===== src/rtl/sram_port_arbiter.sv =====
// sram_port_arbiter: shares one SRAM controller between the MEM data port (P0, R/W) and the fetch port (P1, read-only).
module sram_port_arbiter #(
  parameter int ADDR_W       = 32,
  parameter int DATA_W       = 32,
  parameter int STARVE_LIMIT = 4,
  parameter int BUSY_TMO     = 3
)(
  input  logic              clk,
  input  logic              rst,
  input  logic              i_p0_req,
  input  logic              i_p0_we,
  input  logic [ADDR_W-1:0] i_p0_addr,
  input  logic [DATA_W-1:0] i_p0_wdata,
  output logic [DATA_W-1:0] o_p0_rdata,
  output logic              o_p0_ack,
  output logic              o_p0_stall,
  input  logic              i_p1_req,
  input  logic [ADDR_W-1:0] i_p1_addr,
  output logic [DATA_W-1:0] o_p1_rdata,
  output logic              o_p1_ack,
  output logic              o_p1_stall,
  output logic              o_ctrl_re,
  output logic              o_ctrl_we,
  output logic [ADDR_W-1:0] o_ctrl_addr,
  output logic [DATA_W-1:0] o_ctrl_wdata,
  input  logic [DATA_W-1:0] i_ctrl_rdata,
  input  logic              i_ctrl_ready,
  output logic              o_err_tmo
);
  localparam int SW = $clog2(STARVE_LIMIT + 1);
  localparam int TW = $clog2(BUSY_TMO + 1);
  typedef enum logic [2:0] {IDLE, ISSUE, WAIT_BUSY, WAIT_DONE, RESP} state_t;
  state_t r_state, w_next;
  logic r_gnt, r_we, r_err;
  logic [SW-1:0] r_starve;
  logic [TW-1:0] r_tmo_cnt;
  logic [ADDR_W-1:0] r_addr;
  logic [DATA_W-1:0] r_wdata, r_p0_rdata, r_p1_rdata;
  logic w_arb, w_p1_sel, w_tmo, w_done;
  assign w_arb    = (r_state == IDLE) & (i_p0_req | i_p1_req);
  assign w_p1_sel = i_p1_req & (~i_p0_req | (r_starve == SW'(STARVE_LIMIT)));
  assign w_tmo    = (r_state == WAIT_BUSY) & i_ctrl_ready & (r_tmo_cnt == TW'(BUSY_TMO - 1));
  assign w_done   = ((r_state == WAIT_DONE) & i_ctrl_ready) | w_tmo;
  always_comb begin
    w_next = r_state;
    case (r_state)
      IDLE:      w_next = w_arb ? ISSUE : IDLE;
      ISSUE:     w_next = WAIT_BUSY;
      WAIT_BUSY: w_next = !i_ctrl_ready ? WAIT_DONE : w_tmo ? RESP : WAIT_BUSY;
      WAIT_DONE: w_next = i_ctrl_ready ? RESP : WAIT_DONE;
      default:   w_next = IDLE;
    endcase
  end
  always_ff @(posedge clk or posedge rst) begin
    if (rst) begin
      r_state    <= IDLE;
      r_gnt      <= 1'b0;
      r_we       <= 1'b0;
      r_err      <= 1'b0;
      r_starve   <= '0;
      r_tmo_cnt  <= '0;
      r_addr     <= '0;
      r_wdata    <= '0;
      r_p0_rdata <= '0;
      r_p1_rdata <= '0;
    end else begin
      r_state   <= w_next;
      r_tmo_cnt <= (r_state == WAIT_BUSY) ? r_tmo_cnt + TW'(1) : '0;
      if (w_arb) begin
        r_gnt    <= w_p1_sel;
        r_we     <= ~w_p1_sel & i_p0_we;
        r_addr   <= w_p1_sel ? i_p1_addr : i_p0_addr;
        r_wdata  <= w_p1_sel ? '0 : i_p0_wdata;
        // counts P0 wins that left P1 waiting; any other grant resets the run
        r_starve <= (w_p1_sel | ~i_p1_req) ? '0 :
                    (r_starve == SW'(STARVE_LIMIT)) ? r_starve : r_starve + SW'(1);
      end
      if (w_done & ~r_we & ~r_gnt) r_p0_rdata <= i_ctrl_rdata;
      if (w_done & ~r_we & r_gnt) r_p1_rdata <= i_ctrl_rdata;
      if (w_tmo) r_err <= 1'b1;
    end
  end
  assign o_ctrl_re    = (r_state == ISSUE) & ~r_we;
  assign o_ctrl_we    = (r_state == ISSUE) & r_we;
  assign o_ctrl_addr  = r_addr;
  assign o_ctrl_wdata = r_wdata;
  assign o_p0_ack     = (r_state == RESP) & ~r_gnt;
  assign o_p1_ack     = (r_state == RESP) & r_gnt;
  assign o_p0_rdata   = r_p0_rdata;
  assign o_p1_rdata   = r_p1_rdata;
  assign o_p0_stall   = i_p0_req & ~o_p0_ack & ~rst;
  assign o_p1_stall   = i_p1_req & ~o_p1_ack & ~rst;
  assign o_err_tmo    = r_err;
endmodule


===== config.mk =====
export PLATFORM = sky130hd
export DESIGN_NAME = sram_port_arbiter
export DESIGN_NICKNAME = d
export VERILOG_FILES = /design/src/rtl/sram_port_arbiter.sv
export SDC_FILE = /design/constraint.sdc
export NUM_CORES = 1
export LEC_CHECK = 0
export ABC_AREA = 1
export BUFFER_PORTS_ARGS = -buffer_cell sky130_fd_sc_hd__buf_2
export CORE_ASPECT_RATIO = 1.1
export CORE_MARGIN = 1
export CORE_UTILIZATION = 35
export CTS_BUF_LIST = sky130_fd_sc_hd__clkbuf_8
export CTS_CLUSTER_SIZE = 16
export DETAILED_ROUTE_END_ITERATION = 16
export GPL_TIMING_DRIVEN = 0
export PLACE_DENSITY = 0.66
export REMOVE_ABC_BUFFERS = 1
export SLEW_MARGIN = 20
export SYNTH_ARGS = -nofsm -noshare
export SYNTH_HDL_FRONTEND = slang
export SYNTH_SLANG_ARGS = --single-unit
export TNS_END_PERCENT = 50

===== constraint.sdc =====
create_clock -name clk -period 5.8 [get_ports clk]
set_input_delay 0.58 -clock clk [delete_from_list [all_inputs] [get_ports clk]]
set_output_delay 0.58 -clock clk [all_outputs]
set_load 0.1 [all_outputs]

# ---- After elaboration in Yosys (flattened, before gate mapping)
# Index checks and enable logic that the tools add are counted.
dict set report word_totals {
  wordCells 60
  regBits 139
  out_inout_bits 135
  in_bits 134
}
dict set report op_classes {
  bitwise 29
  eq_ne 7
  n_reduce_logical 2
  n_addsub 2
  muxes 10
}
# operator n
set ops {}
lappend ops {{32-bit 2-to-1 mux} 2}
lappend ops {{1-bit bitwise AND} 17}
lappend ops {{3-bit 2-to-1 mux} 5}
lappend ops {{3-bit case mux with 4 select lines} 1}
lappend ops {{1-bit inverter} 8}
lappend ops {{3-bit by 2-bit equality test with 1-bit output, second input constant} 2}
lappend ops {{3-bit equality test, second input constant} 2}
lappend ops {{1-bit OR} 4}
lappend ops {{3-bit by 1-bit adder with 3-bit output, second input constant} 1}
lappend ops {{3-bit by 1-bit equality test with 1-bit output, second input constant} 1}
lappend ops {{3-bit zero test} 1}
lappend ops {{2-bit by 1-bit adder with 2-bit output, second input constant} 1}
lappend ops {{2-bit equality test, second input constant} 1}
lappend ops {{2-bit 2-to-1 mux} 1}
lappend ops {{2-bit inequality test, second input constant} 1}
lappend ops {{2-bit AND reduction} 1}
lappend ops {{1-bit 2-to-1 mux} 1}

# ---- Longest topological paths before layout
# Gate-level depths: netlist (run 1).
dict set report depth {
  word_depth 6
  ltp_mapped 10
  mapped_depth_nobuf 9
}

# ---- Worst setup path before layout (run 1)
# Ideal clock, no wire load.
dict set report synth_timing {
  kind {input-to-output}
  startpoint {input rst}
  endpoint {output o_p0_stall}
  arrival_ns 4.409
  setup_slack_ns 0.811
  required_time_ns 5.220
  n_path_buf 0
  cell_stages 3
  cell_sequence {inv_1 nand3_1 inv_1}
}
dict set report synth_via {
  elab_chain_cells 2
}
# item line_no
set synth_lines {}
lappend synth_lines {{start, declared} 9} ;# input logic rst,
lappend synth_lines {{1-bit inverter} 91} ;# assign o_p0_stall = i_p0_req & ~o_p0_ack & ~rst;
lappend synth_lines {{1-bit bitwise AND} 91}
lappend synth_lines {{end, declared} 16} ;# output logic o_p0_stall,
# Every way passes these cells.

# ---- Worst setup path in the final report (run 1)
dict set report layout_timing {
  startpoint {register r_gnt}
  endpoint {output o_p0_stall}
}
dict set report layout_via {
  elab_chain_cells 5
}
# item line_no
set layout_lines {}
lappend layout_lines {{start, declared} 34} ;# logic r_gnt, r_we, r_err;
lappend layout_lines {{start signal, assigned} 70} ;# r_gnt <= w_p1_sel;
lappend layout_lines {{1-bit inverter} 87} ;# assign o_p0_ack = (r_state == RESP) & ~r_gnt;
lappend layout_lines {{1-bit bitwise AND} 87}
lappend layout_lines {{1-bit inverter} 91}
lappend layout_lines {{1-bit bitwise AND (2 in a row)} 91}
# Every way passes these cells.

==> impl_metrics.tcl, run 1 <==
set metrics [dict create \
    wl_met1_mm 7.26 \
    finalNonFillerCells 1156 \
    via_count_of_the_first_global_routing_pass 5338 \
    post_synth.cell_area_avg_um2 8.66 \
    cts-buffers-inserted 17 \
    timing.final.setup_violations 0 \
    globalplace.congestion 0.733 \
    final_net_count 1077 \
    design.core.area_mm2 0.0166 \
    detailed_place_hpwl_mm 11.3 \
    die_width_um 127 \
    grt_remaining_overflow 0 \
    htree_levels 4 \
    clk_latency_ps 450 \
    wl_per_cell_um 14.4 \
    startpoint "r_gnt$_DFFE_PP0P_" \
    timing.critical_path.to_type "output pin" \
    area_growth_pct 33.2 \
    slew_viol_final 0 \
    aggregate_routed_wire_length_mm 16.7 \
    slew_headroom_pct 45.5 \
    netlist_top_cells_area "dfrtp_1 (58%), nand2_1 (21%), nand4_1 (6.8%), o211ai_1 (4.0%), inv_1 (2.8%)" \
    postCtsSetupRepairBufs 0 \
    worst-setup-path-type "flop to output pin" \
    crit_path_max_fanout 35 \
    tightest_slew_ps 816 \
    viasPerCell 4.75 \
    clock_tree.root_cell "clkbuf_8" \
    row_count 49 \
    detailroute.via_count 5488 \
    min_period_ps 3470 \
    number_of_buffers_added_on_ports 268 \
    synth.yosys.warnings 0 \
    finalClockSkew_ps 16.6 \
    timing.final.hold_violations 0 \
    grt_first_pass_wirelength_mm 26.7 \
    tritoncts "done" \
    die_area_mm2 0.0177 \
    cap_viol_max_count 0 \
    startpoint_type "flop" \
    ant_nets 0 \
    cts-resized-gates 0 \
    drive_gt1_share_pct 33.5 \
    critical_path.reg2reg.startpoint "r_gnt$_DFFE_PP0P_" \
    post_synth_instance_area_mm2 0.00601 \
    max_freq_mhz 288 \
    route.met3.wl_mm 1.21 \
    setup_repair_after_global_routing_missed_its_margin "false" \
    grt_max_degree 82 \
    cell_count_after_synthesis 694 \
    max-clock-path-buffers 2 \
    status "complete, no violations" \
    worst-endpoint-required_ps 5220 \
    numPlacedInstances 1125 \
    fp.dieH_um 139 \
    dr.pass1.iters 5 \
    synth.largest_area_cell "dfrtp_1" \
    grt_antenna_before_repair 0 \
    cts.hold.buffers_added 0 \
    finalCritPeriodShare_pct 59.9 \
    top_layer_used "met4" \
    cp_data_arrival_time_ps 2890 \
    met2WireLength_mm 7.96 \
    synth_sequential_area_ratio_pct 57.8 \
    netlist-cell-type-count 26 \
    io-pin-count 269 \
    start_util_pct 36.3 \
    ys_seq_elements 139 \
    gr-usage-all-layers_pct 19.3 \
    drc_markers 0 \
    hp-class "primary input to async pin" \
    yosys.area.top_type_share_pct 57.8 \
    clkTransAtPathRegs_ps 80 \
    clock_sink_count 139 \
    final_critical_path_setup_slack_ps 2330 \
    n_antenna_cell 0 \
    drt_first_iter_violations 260 \
    dp_slack_ps 2770 \
]
==> registers in the layout, summed over array words and instances, names as in the netlist <==
name	count
r_we	1
o_p1_rdata	32
r_state	3
o_ctrl_addr	32
r_gnt	1
o_p0_rdata	32
o_err_tmo	1
r_tmo_cnt	2
o_ctrl_wdata	32
r_starve	3
==> cell families after synthesis <==
logic type	count (synthesis)	synth area share, %
fa+ha+maj	3	0.624
simple gates	415	29.2
flops	139	57.8
buf+inv	95	7.18
compound gates	41	4.97
xor+xnor	1	0.146
==> final timing paths <==
kind | to | slack [ps] | cells after the start
worst max register to register | o_p0_rdata[13]$_DFFE_PP0P_ | 3160 | 4
max in group asynchronous | o_p0_rdata[27]$_DFFE_PP0P_ | 4910 | 3
min in group clk | o_ctrl_wdata[10]$_DFFE_PP0P_ | 320 | 3
worst max-delay path | o_p0_stall | 2330 | 5
worst min register to register | r_tmo_cnt[0]$_DFF_PP0_ | 430 | 1
worst min-delay path | o_ctrl_wdata[14]$_DFFE_PP0P_ | 150 | 2
==> area by class of cell <==
class | count | area, µm²
fill | 1665 | 8540
sequential | 139 | 3480
clock inverter | 14 | 243
tap | 204 | 255
inverter | 48 | 189
clock buffer | 17 | 234
timing repair buffer | 274 | 1480
multi-input combinational | 460 | 2120
==> cells in the mapped netlist (all sizes together) <==
cell type  number
nand2         330
dfrtp         139
nand4          65
inv            47
buf            36
o211ai         33
clkbuf         11
nand3          10
nor2           10
o21ai           4
ha              3
a21oi           2
clkinv          1
o221ai          1
o31ai           1
xnor2           1
==> layer usage <==
metal  vias up  global-route usage [%]
met2       224                    31.5
met5         -                       0
met1      2522                    24.4
li1       2723                       -
met3        19                    5.77
met4         0                    6.45
==> worst max-delay path, cell delays in order (launching register included) <==
cell and delay (ps):
dfrtp_2 870, clkinv_2 700, nand3_1 310, nand3_1 90
inv_1 60, buf_2 410
==> per-stage QoR <==
| stage | cell area (µm²) | TNS [ps] | util, % | hold slack (ps) |
|---|---|---|---|---|
| after floorplan | 5760 | 0 | - | 403 |
| after global placement | 7360 | -46090 | 44.5 | 416 |
| after detailed placement | 7530 | 0 | 45.5 | 417 |
| after CTS | 8010 | 0 | 48.4 | 140 |
| after global routing | 8010 | 0 | 48.4 | 143 |
| final | 8010 | 0 | 48.4 | 147 |
==> cell usage in the layout (no fill, tap or decap), types with 2 or more instances in the layout <==
cell       count
nand2_1      328
buf_2        268
dfrtp_1      138
nand4_1       65
inv_1         43
o211ai_1      32
clkbuf_8      17
nand3_1        8
nor2_1         7
bufinv_16      6
clkinv_4       4
inv_2          3
clkinv_2       3
o21ai_0        3
ha_1           3
buf_16         3
buf_12         3
nand3_2        2
nor2_4         2
a21oi_1        2
inv_6          2
Power of run 1 is not shown: default switching activity piles up to over one toggle a cycle in this logic, so the estimate is an artifact.
==> inputs of run 2 (changes only) <==
Settings changed: PLACE_DENSITY 0.66 to 0.69.
Clock period 5.8 ns to 2.95 ns, I/O delays scaled along.
==> impl_metrics.tcl, run 2 (same netlist as run 1, synthesis figures left out) <==
set metrics [dict create \
    met2WireLength_mm 8.08 \
    worst-endpoint-required_ps 2650 \
    hp-class "primary input to flop" \
    critical_path.reg2reg.startpoint "r_tmo_cnt[0]$_DFF_PP0_" \
    cap_viol_max_count 0 \
    slew_headroom_pct 42.9 \
    layout_commonest_cell "nand2_1" \
    fp.dieH_um 139 \
    design.core.area_mm2 0.0166 \
    min_period_ps 2680 \
    final_critical_path_setup_slack_ps 275 \
    startpoint_type "flop" \
    grt_antenna_before_repair 0 \
    grt_remaining_overflow 0 \
    wl_per_cell_um 14.5 \
    cp_data_arrival_time_ps 2380 \
    number_of_buffers_added_on_ports 268 \
    die_area_mm2 0.0177 \
    timing.critical_path.to_type "output pin" \
    via_count_of_the_first_global_routing_pass 5377 \
    drt_first_iter_violations 262 \
    worstHoldStart "i_p0_wdata[9]" \
    clk_latency_ps 440 \
    max-clock-path-buffers 2 \
    final_cell_mix "nand2_1 (328), buf_2 (268), dfrtp_1 (138), nand4_1 (65), inv_1 (45)" \
    aggregate_routed_wire_length_mm 16.7 \
    drive_gt1_share_pct 33.2 \
    dr.pass1.iters 5 \
    start_util_pct 36.3 \
    clock_tree.root_cell "clkbuf_8" \
    startpoint "r_gnt$_DFFE_PP0P_" \
    finalCritPeriodShare_pct 90.7 \
    setup-tns-final_ps 0 \
    die_width_um 127 \
    grt_max_degree 83 \
    detailroute.via_count 5549 \
    globalplace.congestion 0.777 \
    final_net_count 1077 \
    worst-setup-path-type "flop to output pin" \
    n_antenna_cell 0 \
    max_freq_mhz 374 \
    timing.final.hold_violations 0 \
    numPlacedInstances 1124 \
    tritoncts "done" \
    clkTransAtPathRegs_ps 80 \
    tightest_slew_ps 854 \
    finalNonFillerCells 1156 \
    viasPerCell 4.80 \
    route.met3.wl_mm 1.21 \
    top_layer_used "met4" \
    postCtsSetupRepairBufs 0 \
    gr-usage-all-layers_pct 19.7 \
    io-pin-count 269 \
    timing.final.setup_violations 0 \
    wl_met1_mm 7.28 \
    finish.utilization_pct 47.6 \
    clock_sink_count 139 \
    detailed_place_hpwl_mm 11.3 \
    status "complete, no violations" \
    dp_slack_ps 152 \
    drc_markers 0 \
    grt_first_pass_wirelength_mm 27.4 \
    setup_repair_after_global_routing_missed_its_margin "false" \
    area_growth_pct 31.1 \
    row_count 49 \
    finalClockSkew_ps 13.6 \
    htree_levels 4 \
    ant_nets 0 \
    crit_path_max_fanout 35 \
    r2r_setup_slack_ps 310 \
    slew_viol_final 0 \
    cts-buffers-inserted 17 \
]
-- run 2: final cells by class --
type                       count  area (µm²)
fill                        1660        8670
sequential                   139        3480
multi-input combinational    460        2120
timing repair buffer         274        1470
tap                          204         255
clock buffer                  18         248
inverter                      48         193
clock inverter                13         105
-- run 2: path summary, 6_finish.rpt --
path                            cells after the start                           end
worst max register to register                      9    o_p0_rdata[19]$_DFFE_PP0P_
worst min-delay path                                3   o_ctrl_wdata[9]$_DFFE_PP0P_
worst min register to register                      1        r_tmo_cnt[0]$_DFF_PP0_
worst max-delay path                                5                    o_p0_stall
min in group asynchronous                           3  o_ctrl_wdata[21]$_DFFE_PP0P_
max in group asynchronous                           4       r_starve[0]$_DFFE_PP0P_
-- run 2: layer usage --
layer  vias up  global-route usage [%]
li1       2732                       -
met1      2585                    24.2
met2       221                    32.9
met3        11                    5.81
met4         0                    6.58
met5         -                       0
-- run 2: stage by stage --
stage	cell area, µm²	hold slack, ps
after floorplan	5760	381
after global placement	7360	416
after detailed placement	7510	355
after CTS	7880	0.499
after global routing	7880	12.9
final	7880	40.5
-- run 2: what timing repair did --
action	CTS	global route
endpoints found under the hold margin	57	0
gates resized for setup	2	0
endpoints found under the setup margin	2	0
hold buffers	1	0
-- run 2: critical path, stage by stage, from the launching register on --
cell and delay, ps:
dfrtp_4 730, clkinv_4 390, nand3_1 220, nand3_1 90, inv_1 60, buf_2 410
Power of run 2 is left out for the same reason.
==> inputs of run 3 (changes only) <==
Settings changed: CORE_UTILIZATION 35 to 30, MAX_ROUTING_LAYER set to met4, PLACE_DENSITY 0.69 to 0.61.
==> impl_metrics.tcl, run 3 (same netlist as run 1, synthesis figures left out) <==
set metrics [dict create \
    status "complete, no violations" \
    cap_viol_max_count 0 \
    final_cell_mix "nand2_1 (328), buf_2 (268), dfrtp_1 (138), nand4_1 (65), inv_1 (43)" \
    wl_per_cell_um 14.5 \
    fin_area_mm2 0.00809 \
    clock_sink_count 139 \
    crit_path_max_incr_delay_ps 750 \
    hp-class "primary input to flop" \
    ant_nets 0 \
    worst-endpoint-required_ps 2650 \
    die_width_um 137 \
    drt_first_iter_violations 243 \
    clock_tree.root_cell "clkbuf_8" \
    aggregate_routed_wire_length_mm 17.4 \
    layout_commonest_cell "nand2_1" \
    finalClockSkew_ps 14.5 \
    clk_latency_ps 440 \
    slew_viol_final 0 \
    slew_headroom_pct 42.5 \
    tightest_slew_ps 861 \
    timing.critical_path.mode_cell "nand3_1" \
    htree_levels 4 \
    viasPerCell 4.60 \
    grt_max_degree 80 \
    globalplace.congestion 0.734 \
    number_of_buffers_added_on_ports 268 \
    min_period_ps 2650 \
    tritoncts "done" \
    crit_path_max_fanout 35 \
    final_net_count 1078 \
    fp.dieH_um 150 \
    grt_remaining_overflow 0 \
    drive_gt1_share_pct 33.5 \
    timing.final.hold_violations 0 \
    max_freq_mhz 377 \
    drc_markers 0 \
    holdPathStages 3 \
    area_growth_pct 34.5 \
    cts-buffers-inserted 17 \
    die_area_mm2 0.0206 \
    critical_path.cell_chain "clkinv_4, nand3_1, nand3_1, inv_1, buf_2" \
    finalCritPeriodShare_pct 90.0 \
    cp_data_arrival_time_ps 2360 \
    timing.final.setup_violations 0 \
    start_util_pct 31.1 \
    design.core.area_mm2 0.0194 \
    gr-usage-all-layers_pct 17.7 \
    dpl_cell_area_mm2 0.00759 \
    worst-setup-path-type "flop to output pin" \
    grt_antenna_before_repair 1 \
    worst_path_max_delay_cell "dfrtp_4" \
    clkTransAtPathRegs_ps 80 \
    detailroute.via_count 5530 \
    grt_first_pass_wirelength_mm 27.0 \
    detailed_place_hpwl_mm 11.7 \
    timing.critical_path.to_type "output pin" \
    max-clock-path-buffers 2 \
    setup-tns-final_ps 0 \
    row_count 53 \
    r2r_cells 9 \
    via_count_of_the_first_global_routing_pass 5164 \
    io-pin-count 269 \
    startpoint_type "flop" \
    dr.pass1.iters 4 \
    setup_repair_after_global_routing_missed_its_margin "false" \
]
run 3: changes by cell type in the layout (fill, tap and decap cells not counted), sizes merged:
cell	before	now
inv	50	49
diode	0	2
clkinvlp	4	0
bufinv	1	5
clkinv	6	7
buf	273	274
run 3: worst paths after layout:
kind	from	end	slack (ps)
max	r_gnt$_DFFE_PP0P_	o_p0_stall	300
min	i_p0_wdata[27]	o_ctrl_wdata[27]$_DFFE_PP0P_	50
max reg2reg	r_tmo_cnt[0]$_DFF_PP0_	o_p1_rdata[12]$_DFFE_PP0P_	610
min reg2reg	r_tmo_cnt[0]$_DFF_PP0_	r_tmo_cnt[0]$_DFF_PP0_	440
max in group asynchronous	rst	r_gnt$_DFFE_PP0P_	1760
min in group asynchronous	rst	o_ctrl_wdata[15]$_DFFE_PP0P_	410
run 3: per-stage QoR:
stage	utilization [%]	instances	hold slack [ps]	setup WS (ps)
floorplan	-	647	381	-1470
global placement	38.3	1162	418	-3020
detailed placement	39.2	1168	362	130
CTS	41.7	1200	0.916	210
global route	41.8	1201	3.60	96.9
finish	41.8	1202	46.1	295
run 3: layer usage:
layer,vias up,wire length (µm),part of all wire (%),track usage (%)
li1,2740,-,-,-
met1,2567,7790,45,22.1
met2,211,8230,47,27.8
met3,12,1210,6.9,4.98
met4,0,174,1.0,5.00
met5,-,0,0,-
run 3: cell type report:
class | count | area [µm²]
Clock inverter | 13 | 216
Inverter | 48 | 193
Clock buffer | 18 | 248
Antenna cell | 2 | 5.00
Sequential cell | 139 | 3480
Multi-Input combinational cell | 460 | 2140
Fill cell | 1998 | 11300
Timing Repair Buffer | 275 | 1500
Tap cell | 247 | 309
run 3: worst max-delay path: cells and delay by family, from the launching register on:
kind	cells	cell delay [ps]
buffers and inverters	3	850
DFF	1	750
and+or+nand+nor	2	310
run 3: timing repair:
action | in CTS | in global routing
hold buffers | 1 | 0
cloned | 0 | 0
setup buffers | 0 | 0
pin swaps | 0 | 0
hold endpoints to repair | 60 | 0
setup endpoints to repair | 2 | 16
resized for setup | 2 | 2
Power of run 3 is left out for the same reason.
